[config.mk]
export PLATFORM = sky130hd
export DESIGN_NAME = reg_text_scanner_flat
export DESIGN_NICKNAME = d
export VERILOG_FILES = /design/src/rtl/reg_text_scanner_pkg.sv /design/src/rtl/reg_text_scanner_if.sv /design/src/rtl/reg_text_scanner_bin2bcd.sv /design/src/rtl/reg_text_scanner.sv /design/src/flat_wrapper.sv
export SDC_FILE = /design/constraint.sdc
export NUM_CORES = 1
export LEC_CHECK = 0
export BUFFER_PORTS_ARGS = -buffer_cell sky130_fd_sc_hd__buf_2
export CAP_MARGIN = 40
export CORE_AREA = 2 2 427 429
export CTS_BUF_LIST = sky130_fd_sc_hd__clkbuf_8
export DETAILED_ROUTE_END_ITERATION = 10
export DIE_AREA = 0 0 429 431
export GPL_TIMING_DRIVEN = 1
export PLACE_DENSITY_LB_ADDON = 0.25
export SLEW_MARGIN = 30
export SYNTH_ARGS = -nofsm -noshare
export SYNTH_HDL_FRONTEND = slang
export SYNTH_SLANG_ARGS = --single-unit
[constraint.sdc]
create_clock -name clk -period 5.3 [get_ports clk]
set_input_delay 0.265 -clock clk [delete_from_list [all_inputs] [get_ports clk]]
set_output_delay 0.265 -clock clk [all_outputs]
set_load 0.01 [all_outputs]
[src/rtl/reg_text_scanner_pkg.sv]
// Shared constants and FSM encoding for the register-file text dumper.
// ASCII codes, the fixed text colour and the scanner state enum live here.
package reg_text_scanner_pkg;

  localparam logic [7:0]  ZERO        = 8'h30;
  localparam logic [7:0]  A_UP        = 8'h41;
  localparam logic [7:0]  PLUS        = 8'h2B;
  localparam logic [7:0]  MINUS       = 8'h2D;
  localparam logic [7:0]  SPACE       = 8'h20;
  localparam logic [7:0]  H_LOW       = 8'h68;
  localparam logic [23:0] TEXT_COLOUR = 24'hFFFFFF;

  typedef enum logic [2:0] {
    ST_IDLE,
    ST_LOAD,
    ST_CONV,
    ST_EMIT,
    ST_NEXT,
    ST_DONE
  } state_t;

  function automatic logic [7:0] hex_ascii(input logic [3:0] nib);
    return (nib < 4'd10) ? ZERO + {4'd0, nib} : A_UP + {4'd0, nib} - 8'd10;
  endfunction

endpackage

[src/rtl/reg_text_scanner_if.sv]
// Text-buffer write port between the scanner (master) and the text-mode controller (slave).
interface reg_text_scanner_if #(
  parameter int ADDR_W = 13
) ();

  logic              wr_en;
  logic              wr_ready;
  logic [ADDR_W-1:0] wr_addr;
  logic [31:0]       wr_data;

  modport master (output wr_en, output wr_addr, output wr_data, input wr_ready);
  modport slave  (input wr_en, input wr_addr, input wr_data, output wr_ready);

endinterface

[src/rtl/reg_text_scanner_bin2bcd.sv]
// Sequential double-dabble converter: one shift per cycle, DATA_W cycles after i_start.
// o_done is high during the cycle whose closing edge performs the final shift.
module reg_text_scanner_bin2bcd #(
  parameter int DATA_W     = 32,
  parameter int DEC_DIGITS = 10
) (
  input  logic                    clk,
  input  logic                    rst,
  input  logic                    i_start,
  input  logic [DATA_W-1:0]       i_bin,
  output logic                    o_done,
  output logic [DEC_DIGITS*4-1:0] o_bcd
);

  localparam int CNT_W = $clog2(DATA_W + 1);

  logic [DATA_W-1:0]       r_bin;
  logic [DEC_DIGITS*4-1:0] r_bcd;
  logic [CNT_W-1:0]        r_cnt;
  logic [DEC_DIGITS*4-1:0] w_adj;

  always_comb begin
    w_adj = r_bcd;
    for (int d = 0; d < DEC_DIGITS; d++) begin
      if (r_bcd[d*4 +: 4] >= 4'd5) w_adj[d*4 +: 4] = r_bcd[d*4 +: 4] + 4'd3;
    end
  end

  always_ff @(posedge clk or negedge rst) begin
    if (!rst) begin
      r_bin <= '0;
      r_bcd <= '0;
      r_cnt <= '0;
    end else if (i_start) begin
      r_bin <= i_bin;
      r_bcd <= '0;
      r_cnt <= CNT_W'(DATA_W);
    end else if (r_cnt != '0) begin
      r_bcd <= {w_adj[DEC_DIGITS*4-2:0], r_bin[DATA_W-1]};
      r_bin <= {r_bin[DATA_W-2:0], 1'b0};
      r_cnt <= r_cnt - CNT_W'(1);
    end
  end

  assign o_done = (r_cnt == CNT_W'(1));
  assign o_bcd  = r_bcd;

endmodule

[src/rtl/reg_text_scanner.sv]
// Scans NUM_REGS registers and streams one formatted text row per register
// (signed decimal or hex, chosen per frame) into the text buffer.
module reg_text_scanner
  import reg_text_scanner_pkg::*;
#(
  parameter int NUM_REGS   = 33,
  parameter int DATA_W     = 32,
  parameter int DEC_DIGITS = 10,
  parameter int COLS       = 80,
  parameter int ADDR_W     = 13,
  parameter int ROW_BASE   = 0,
  parameter int COL_BASE   = 0
) (
  input  logic                       clk,
  input  logic                       rst,
  input  logic [NUM_REGS*DATA_W-1:0] i_reg_flat,
  input  logic                       i_run,
  input  logic                       i_mode_hex,
  reg_text_scanner_if.master         wr,
  output logic                       o_busy,
  output logic                       o_frame_done
);

  localparam int LINE_LEN   = 1 + DEC_DIGITS;
  localparam int HEX_DIGITS = DATA_W / 4;
  localparam int ROW_W      = (NUM_REGS > 1) ? $clog2(NUM_REGS) : 1;
  localparam int COL_W      = $clog2(LINE_LEN + 1);

  state_t                  r_state, w_next;
  logic [ROW_W-1:0]        r_row;
  logic [COL_W-1:0]        r_col;
  logic                    r_mode;
  logic                    r_neg;
  logic [DATA_W-1:0]       r_mag;

  logic [DATA_W-1:0]       w_row_val;
  logic                    w_neg;
  logic [DATA_W-1:0]       w_mag;
  logic                    w_accept;
  logic                    w_last_col;
  logic                    w_last_row;
  logic                    w_bcd_start;
  logic                    w_bcd_done;
  logic [DEC_DIGITS*4-1:0] w_bcd;
  logic [7:0]              w_ascii;
  int                      w_dig_idx;
  int                      w_nib_idx;

  assign w_row_val   = i_reg_flat[r_row*DATA_W +: DATA_W];
  assign w_neg       = w_row_val[DATA_W-1] & ~r_mode;
  assign w_mag       = w_neg ? (~w_row_val + DATA_W'(1)) : w_row_val;
  assign w_accept    = (r_state == ST_EMIT) & wr.wr_ready;
  assign w_last_col  = (r_col == COL_W'(LINE_LEN - 1));
  assign w_last_row  = (r_row == ROW_W'(NUM_REGS - 1));
  assign w_bcd_start = (r_state == ST_LOAD) & ~r_mode;

  reg_text_scanner_bin2bcd #(
    .DATA_W     (DATA_W),
    .DEC_DIGITS (DEC_DIGITS)
  ) u_bin2bcd (
    .clk     (clk),
    .rst     (rst),
    .i_start (w_bcd_start),
    .i_bin   (w_mag),
    .o_done  (w_bcd_done),
    .o_bcd   (w_bcd)
  );

  always_ff @(posedge clk or negedge rst) begin
    if (!rst) r_state <= ST_IDLE;
    else      r_state <= w_next;
  end

  // state | meaning
  // IDLE  | waiting for run; mode latched on start
  // LOAD  | snapshot row value, sign and magnitude; kick BCD in decimal mode
  // CONV  | DATA_W-cycle BCD conversion (decimal only)
  // EMIT  | one cell per accepted write, col 0..LINE_LEN-1
  // NEXT  | advance row or finish frame
  // DONE  | frame_done pulse; restart or go idle depending on run
  always_comb begin
    w_next       = r_state;
    wr.wr_en     = 1'b0;
    o_busy       = 1'b1;
    o_frame_done = 1'b0;
    case (r_state)
      ST_IDLE: begin
        o_busy = 1'b0;
        if (i_run) w_next = ST_LOAD;
      end
      ST_LOAD: w_next = r_mode ? ST_EMIT : ST_CONV;
      ST_CONV: if (w_bcd_done) w_next = ST_EMIT;
      ST_EMIT: begin
        wr.wr_en = 1'b1;
        if (wr.wr_ready && w_last_col) w_next = ST_NEXT;
      end
      ST_NEXT: w_next = w_last_row ? ST_DONE : ST_LOAD;
      ST_DONE: begin
        o_frame_done = 1'b1;
        w_next       = i_run ? ST_LOAD : ST_IDLE;
      end
      default: w_next = ST_IDLE;
    endcase
  end

  always_ff @(posedge clk or negedge rst) begin
    if (!rst) begin
      r_row  <= '0;
      r_col  <= '0;
      r_mode <= 1'b0;
      r_neg  <= 1'b0;
      r_mag  <= '0;
    end else begin
      case (r_state)
        ST_IDLE, ST_DONE: begin
          if (i_run) begin
            r_mode <= i_mode_hex;
            r_row  <= '0;
          end
        end
        ST_LOAD: begin
          r_neg <= w_neg;
          r_mag <= w_mag;
          r_col <= '0;
        end
        ST_EMIT: if (w_accept) r_col <= r_col + COL_W'(1);
        ST_NEXT: if (!w_last_row) r_row <= r_row + ROW_W'(1);
        default: ;
      endcase
    end
  end

  assign w_dig_idx = DEC_DIGITS - int'(r_col);
  assign w_nib_idx = HEX_DIGITS - int'(r_col);

  // Hex rows are shorter than decimal ones; pad with spaces so old digits get overwritten.
  always_comb begin
    w_ascii = SPACE;
    if (r_col == '0) begin
      w_ascii = r_mode ? H_LOW : (r_neg ? MINUS : PLUS);
    end else if (!r_mode && int'(r_col) <= DEC_DIGITS) begin
      w_ascii = ZERO + {4'd0, w_bcd[w_dig_idx*4 +: 4]};
    end else if (r_mode && int'(r_col) <= HEX_DIGITS) begin
      w_ascii = hex_ascii(r_mag[w_nib_idx*4 +: 4]);
    end
  end

  assign wr.wr_addr = (r_state == ST_EMIT) ?
                      ADDR_W'((ROW_BASE + int'(r_row)) * COLS + COL_BASE + int'(r_col)) : '0;
  assign wr.wr_data = (r_state == ST_EMIT) ? {w_ascii, TEXT_COLOUR} : '0;

endmodule

[src/flat_wrapper.sv]
// flat-port wrapper written by rule: the top's interface ports become plain ports
module reg_text_scanner_flat import reg_text_scanner_pkg::*;
#(
  parameter int NUM_REGS   = 33,
  parameter int DATA_W     = 32,
  parameter int DEC_DIGITS = 10,
  parameter int COLS       = 80,
  parameter int ADDR_W     = 13,
  parameter int ROW_BASE   = 0,
  parameter int COL_BASE   = 0
)
  (clk, rst, i_reg_flat, i_run, i_mode_hex, o_busy, o_frame_done, wr_wr_en, wr_wr_addr, wr_wr_data, wr_wr_ready);
  reg_text_scanner_if #(.ADDR_W(ADDR_W)) wr_i ();
  input  logic clk;
  input  logic rst;
  input  logic [NUM_REGS*DATA_W-1:0] i_reg_flat;
  input  logic i_run;
  input  logic i_mode_hex;
  output logic o_busy;
  output logic o_frame_done;
  output wire logic [$bits(wr_i.wr_en)-1:0] wr_wr_en;
  output wire logic [$bits(wr_i.wr_addr)-1:0] wr_wr_addr;
  output wire logic [$bits(wr_i.wr_data)-1:0] wr_wr_data;
  input wire logic [$bits(wr_i.wr_ready)-1:0] wr_wr_ready;
  assign wr_wr_en = wr_i.wr_en;
  assign wr_wr_addr = wr_i.wr_addr;
  assign wr_wr_data = wr_i.wr_data;
  assign wr_i.wr_ready = wr_wr_ready;
  reg_text_scanner #(.NUM_REGS(NUM_REGS), .DATA_W(DATA_W), .DEC_DIGITS(DEC_DIGITS), .COLS(COLS), .ADDR_W(ADDR_W), .ROW_BASE(ROW_BASE), .COL_BASE(COL_BASE)) u_core (.clk(clk), .rst(rst), .i_reg_flat(i_reg_flat), .i_run(i_run), .i_mode_hex(i_mode_hex), .wr(wr_i), .o_busy(o_busy), .o_frame_done(o_frame_done));
endmodule
==> results.py, run 1 <==
metrics = {
    "pwr": {
        "power_switching_share_pct": 55.29,
        "ir_drop_mv": 0.1249,
        "power_switching_mw": 6.185,
        "power_mw": 11.19,
        "power_density_mw_per_mm2": 420.0,
        "intPower_mw": 5.002,
        "seq_power_share_pct": 17.9,
        "pwr-share-clk_pct": 8.3,
        "leakage_nw": 10.80,
        "combPwrFrac_pct": 73.8,
    },
    "synthesis": {
        "netlist_top_cells_count": "nand2_1, mux2i_1, mux4_2",
        "ys_ff_latch": 125,
        "ys_types": 90,
        "yosys.area.top_type": "mux4_2",
        "synthDominantCellAreaShare_pct": 21.27,
        "synth-async-reset-ratio_pct": 100.0,
        "synth.avg_cell_area_um2": 9.404,
        "synthesis.nets": 2956,
        "synthesis.area_mm2": 0.01747,
        "yosysMostFrequentCell": "nand2_1",
        "ys_warn_count": 0,
        "synthFlopType": "dfrtp_1",
        "ys_seq_area_share_pct": 17.90,
        "synth_edf_count": 0,
        "synth_area_leaders": "mux4_2, dfrtp_1, mux2i_1",
        "syn-instance-count": 1858,
    },
    "grt": {
        "grtUsageTotal_pct": 17.78,
        "grt_max_degree": 63,
        "grt_pass1_vias": 21710,
        "antenna_found_initial": 128,
        "grt_pass1_wl_um": 218400,
        "grt-ovfl-total": 0,
    },
    "worst_setup_path": {
        "critPathMaxStageDelay_ns": 0.75,
        "critPathKind": "reg2reg",
        "worst_r2r_startpoint": "u_core.r_row[0]$_DFFE_PN0P_",
        "path_max_fanout": 43,
        "reg2reg_to": "u_core.r_mag[21]$_DFFE_PN0P_",
        "cp-end-kind": "register",
        "arrival_ns": 5.11,
        "r2r_slack_ns": 0.57,
        "critPathLaunchType": "register",
        "cp.required_ns": 5.68,
        "crit_slowest_cell": "dfrtp_4",
        "crit_buf_inv": 2,
        "cpMostUsedCell": "buf_12",
        "rr_worst_depth": 11,
        "cp_cell_sequence": "buf_12 -> buf_12 -> mux4_2 -> mux2_2 -> a221oi_1 -> a311oi_1 -> nor3_1 -> nand4_1 -> or3_4 -> and4_4 -> a2111oi_2",
        "critical_path.top_delay_family": "simple AND/OR/NAND/NOR gates",
    },
    "timing": {
        "finalSetupViolations": 0,
        "clock.fmax_mhz": 211.6,
        "setup_tns_ns": 0,
        "skew_ns": 0.01878,
        "fin_crit_sh_pct": 89.18,
        "period_needed_ns": 4.727,
        "finalHoldViolCount": 0,
        "relSlewSlack_pct": 39.04,
        "worst_pin_slew_ns": 0.8890,
        "rsz0062_at_grt": "no",
        "setup_slack_ns": 0.5734,
        "holdWs_ns": 0.1964,
        "drv_slew": 0,
    },
    "clocking": {
        "htreeDepth": 4,
        "clock_latency_ns": 0.49,
        "cts_hold_buffers": 2,
        "cts_tree": "yes",
        "cts_resized": 0,
        "post-cts-setup-buffers": 0,
        "cts-root-buf": "clkbuf_8",
        "clockBufferDepth": 2,
        "numCtsBuffers": 17,
        "cts.clk_slew.worst_paths_ns": 0.09,
        "clock_sinks": 125,
    },
    "routing": {
        "vias": 21490,
        "drc": 0,
        "antenna_left": 0,
        "drt_wl_total_um": 171700,
        "drt-initial-drc-count": 1714,
        "vias_per_cell": 4.010,
        "drtPass1Iterations": 7,
        "post_drt_wl_per_cell_um": 32.03,
    },
    "layout": {
        "drive_gt1_share_pct": 52.67,
        "stdcell_area_mm2": 0.02663,
        "area_growth_pct": 52.43,
        "instances_no_fill": 5360,
        "layout.nets": 4022,
        "postLayoutCoreUtil_pct": 14.78,
    },
    "floorplanning": {
        "dieArea_mm2": 0.1849,
        "die_h_um": 431,
        "initial_core_util_pct": 9.699,
        "core_area_mm2": 0.1802,
        "io_pins": 1109,
        "num_rows": 156,
        "die_w_um": 429,
    },
    "placement": {
        "dpl_worst_slack_ns": 0.5210,
        "io_buffers": 1107,
        "dp_hpwl_um": 152300,
        "dp.cells": 5271,
        "place_congestion": 0.9385,
        "place_area_mm2": 0.02604,
    },
    "min_path": {
        "hold_path.class": "in2reg",
        "hold_end": "u_core.r_state[0]$_DFFE_PN0P_",
        "min_from": "i_run",
        "whs_path_depth": 5,
    },
    "flow_run": {
        "drv_cap": 0,
    },
    "outcome": {
        "status": "finished, final reports clean",
    },
}
-- state kept, by name, indices dropped and copies added (netlist names) --
| signal | count |
|---|---|
| u_core.r_col | 4 |
| u_core.r_neg | 1 |
| u_core.u_bin2bcd.o_bcd | 40 |
| u_core.r_state | 3 |
| u_core.u_bin2bcd.r_cnt | 6 |
| u_core.r_mag | 32 |
| u_core.r_row | 6 |
| u_core.r_mode | 1 |
| u_core.u_bin2bcd.r_bin | 32 |
-- logic make-up after synthesis --
logic type	share of synthesized area, %
and+or+nand+nor	14.14
AOI/OAI and AO/OA	18.11
muxes	37.16
buffers and inverters	7.519
DFF	17.90
xor gates and xnor gates	2.456
adders and majority gates	2.692
other	0.02146
-- final cells by class --
cell class                 instances  area (µm²)
fill                           20720      153500
inverter                          48       180.2
multi-input combinational       1498       13130
sequential                       125        3148
clock buffer                      19       261.5
tap                             2370        2965
timing repair buffer            1234        6673
clock inverter                    13       148.9
antenna                           53       132.6
-- routing by layer --
| metal | GRT usage (%) | share of wire [%] |
|---|---|---|
| met1 | 22.19 | 41 |
| met2 | 31.01 | 50 |
| met3 | 3.113 | 5.5 |
| met4 | 5.329 | 3.5 |
| met5 | 0 | 0.13 |
-- tightest hold or removal path: stages --
cell,delay [ns]
buf_2,0.09
nor2_1,0.04
nor3_1,0.12
a21oi_1,0.06
o31ai_1,0.06
-- worst max-delay path by stage --
stage	startpoint	end	slack [ns]	depth (start not counted)
after floorplan	u_core.r_col[0]$_DFFE_PN0P_	wr_wr_data[24]	1.01	13
after global placement	u_core.r_row[1]$_DFFE_PN0P_	u_core.r_mag[21]$_DFFE_PN0P_	0.56	10
after detailed placement	u_core.r_row[0]$_DFFE_PN0P_	u_core.u_bin2bcd.r_bin[25]$_DFFE_PN0P_	0.52	12
after CTS	u_core.r_row[0]$_DFFE_PN0P_	u_core.u_bin2bcd.r_bin[25]$_DFFE_PN0P_	0.51	12
after global routing	u_core.r_row[0]$_DFFE_PN0P_	u_core.r_mag[21]$_DFFE_PN0P_	0.32	11
final	u_core.r_row[0]$_DFFE_PN0P_	u_core.r_mag[21]$_DFFE_PN0P_	0.57	11
-- power by group through the flow --
stage	clock network, mW	registers [mW]	logic (mW)
final	0.925	2.01	8.26
after global routing	0.998	2.07	8.88
after CTS	0.956	2.01	8.40
after detailed placement	0	2.03	8.37
after global placement	0	2.03	8.28
after floorplan	0	1.65	4.93
-- layout by cell type, fill, tap and decap left out, drive strengths merged, types with 8 or more instances in the layout --
| cell type | n |
|---|---|
| and3 | 34 |
| o21bai | 8 |
| a221oi | 23 |
| buf | 1230 |
| o221ai | 18 |
| nand4 | 11 |
| mux2i | 201 |
| o21ai | 92 |
| a21o | 11 |
| o22ai | 34 |
| nand2 | 249 |
| nor3 | 25 |
| xor2 | 14 |
| a32oi | 8 |
| and2 | 12 |
| a31oi | 12 |
| a2111oi | 14 |
| inv | 49 |
| nor2b | 13 |
| dfrtp | 125 |
| a21oi | 110 |
| o31ai | 10 |
| nor2 | 84 |
| diode | 53 |
| o211ai | 11 |
| xnor2 | 35 |
| mux4 | 168 |
| nand3 | 41 |
| mux2 | 61 |
| a22oi | 30 |
| nand2b | 12 |
| clkbuf | 20 |
| ha | 36 |
| a211oi | 26 |
Power figures use the tool's default switching activity.
==> run 2: changes to the inputs <==
CELL_PAD_IN_SITES_DETAIL_PLACEMENT = 0   (was default)
CELL_PAD_IN_SITES_GLOBAL_PLACEMENT = 1   (was default)
==> run 2 against run 1 <==
Compared with the run above: fmax is 0.22% higher; hold slack worse by 0.0078 ns; highest routed layer unchanged; global-route usage is 0.61 points higher; first-iteration DRC count shrank 17%; clock power up 15%; final area is 0.16% higher; wire length up 3.2%.
==> results.py, run 2 (synthesis results as in run 1) <==
metrics = {
    "clocking": {
        "numCtsBuffers": 17,
        "cts_resized": 0,
        "post-cts-setup-buffers": 0,
        "cts.clk_slew.worst_paths_ns": 0.09,
        "clockBufferDepth": 2,
        "cts_tree": "yes",
        "htreeDepth": 4,
        "cts-root-buf": "clkbuf_8",
        "clock_sinks": 125,
        "clock_latency_ns": 0.49,
    },
    "routing": {
        "drtPass1Iterations": 5,
        "vias": 21350,
        "post_drt_wl_per_cell_um": 33.14,
        "drc": 0,
        "antenna_left": 0,
        "drt_wl_total_um": 177200,
        "drt-initial-drc-count": 1424,
        "vias_per_cell": 3.993,
    },
    "timing": {
        "clock.fmax_mhz": 212.0,
        "fin_crit_sh_pct": 88.98,
        "worst_pin_slew_ns": 0.9444,
        "rsz0062_at_grt": "no",
        "period_needed_ns": 4.716,
        "skew_ns": 0.01281,
        "finalSetupViolations": 0,
        "drv_slew": 0,
        "finalHoldViolCount": 0,
        "relSlewSlack_pct": 37.04,
        "setup_tns_ns": 0,
    },
    "outcome": {
        "status": "finished, final reports clean",
    },
    "worst_setup_path": {
        "reg2reg_to": "u_core.u_bin2bcd.r_bin[20]$_DFFE_PN0P_",
        "cp-end-kind": "register",
        "endpoint": "u_core.u_bin2bcd.r_bin[20]$_DFFE_PN0P_",
        "path_max_fanout": 21,
        "critPathLaunchType": "register",
        "worst_r2r_startpoint": "u_core.r_row[2]$_DFFE_PN0P_",
        "rr_worst_depth": 13,
        "critPathKind": "reg2reg",
        "arrival_ns": 5.08,
        "cp.required_ns": 5.66,
        "r2r_slack_ns": 0.58,
        "crit_path_start": "u_core.r_row[2]$_DFFE_PN0P_",
    },
    "layout": {
        "largest_reg_flops": 40,
        "multi_input_area_mm2": 0.01311,
        "mostFrequentLayoutCells": "buf_2, nand2_1, mux2i_1",
        "final_common_cell": "buf_2",
        "seq_area_mm2": 0.003151,
        "area_growth_pct": 52.67,
        "stdcell_area_mm2": 0.02668,
        "layout.nets": 4016,
        "drive_gt1_share_pct": 52.58,
        "fillers": 20760,
    },
    "min_path": {
        "hold_path.class": "in2reg",
        "min_from": "wr_wr_ready",
    },
    "floorplanning": {
        "io_pins": 1109,
        "die_w_um": 429,
        "num_rows": 156,
        "initial_core_util_pct": 9.699,
        "die_h_um": 431,
        "dieArea_mm2": 0.1849,
        "core_area_mm2": 0.1802,
    },
    "placement": {
        "place_area_mm2": 0.02607,
        "dp_hpwl_um": 155500,
        "place_congestion": 0.9716,
        "io_buffers": 1107,
    },
    "grt": {
        "grtUsageTotal_pct": 18.39,
        "grt_pass1_vias": 21930,
        "grt_max_degree": 126,
        "antenna_found_initial": 169,
        "grt-ovfl-total": 0,
        "grt_pass1_wl_um": 224900,
    },
    "pwr": {
        "ir_drop_mv": 0.1761,
        "leakage_nw": 10.81,
        "power_density_mw_per_mm2": 422.3,
    },
    "flow_run": {
        "drv_cap": 0,
    },
}
-- run 2: changes by cell type in the layout (fill, tap and decap cells not counted), sizes merged --
cell           delta
clkdlybuf4s18     -1
clkbuf            +1
clkinvlp          -3
clkinv            +1
diode             -7
bufinv            +2
inv               -1
buf               -6
clkdlybuf4s15     +1
-- run 2: metal layers --
layer	up-vias	part of all wire (%)	track usage (%)	wire [µm]
li1	9333	-	-	-
met1	10730	43	23.19	75550
met2	949	49	31.48	86700
met3	267	5.9	4.389	10520
met4	68	2.3	4.229	3994
met5	-	0.23	0	416
-- run 2: layout make-up --
class / instances / area share (%)
Tap cell: 2370 / 11.12
Inverter: 48 / 0.6754
Timing Repair Buffer: 1228 / 25.08
Multi-Input combinational cell: 1498 / 49.14
Clock inverter: 12 / 0.7176
Antenna cell: 46 / 0.4315
Sequential cell: 125 / 11.81
Clock buffer: 20 / 1.032
-- run 2: how the worst min path moves through the flow --
stage | to | slack (ns) | cells past startpoint
after global placement | u_core.r_mag[9]$_DFFE_PN0P_ | 0.46 | 2
after global routing | u_core.r_col[1]$_DFFE_PN0P_ | 0.19 | 4
after detailed placement | u_core.r_col[0]$_DFFE_PN0P_ | 0.47 | 2
final | u_core.r_col[2]$_DFFE_PN0P_ | 0.19 | 4
after CTS | u_core.r_col[2]$_DFFE_PN0P_ | 0.15 | 4
after floorplan | u_core.r_col[0]$_DFFE_PN0P_ | -0.03 | 0
-- run 2: repair_timing --
item | 4_1_cts | 5_1_grt
setup endpoints to repair | 0 | 0
hold endpoints to repair | 126 | 0
hold buffers | 2 | 0
-- run 2: metrics by stage --
step	worst slack [ns]	power, mW	std cells	hold WS [ns]	util (%)
global route	0.3791	12.05	5326	0.1907	14.78
finish	0.5840	11.26	5347	0.1886	14.81
CTS	0.4493	11.48	5300	0.1456	14.74
floorplan	1.012	6.575	1858	-0.03059	-
global placement	0.5169	10.30	5256	0.4640	14.41
detailed placement	0.4805	10.36	5266	0.4655	14.47
-- run 2: power breakdown --
part           leakage [nW]  total, mW  switching, mW  internal, mW
clock network         0.244       1.06          0.461         0.594
logic                  9.01       8.21           5.09          3.12
registers              1.56       2.00          0.617          1.39
total                  10.8       11.3           6.16          5.10
-- run 2: critical path, stage by stage (launching register included) --
cell	delay (ns)
dfrtp_4	0.55
buf_4	0.26
nand3b_1	0.16
buf_4	0.36
buf_4	0.35
o22ai_1	0.19
a2111oi_0	0.83
a22oi_1	0.38
a21oi_1	0.37
nand4bb_1	0.14
buf_4	0.20
o41ai_1	0.45
xnor2_1	0.19
a21oi_1	0.09
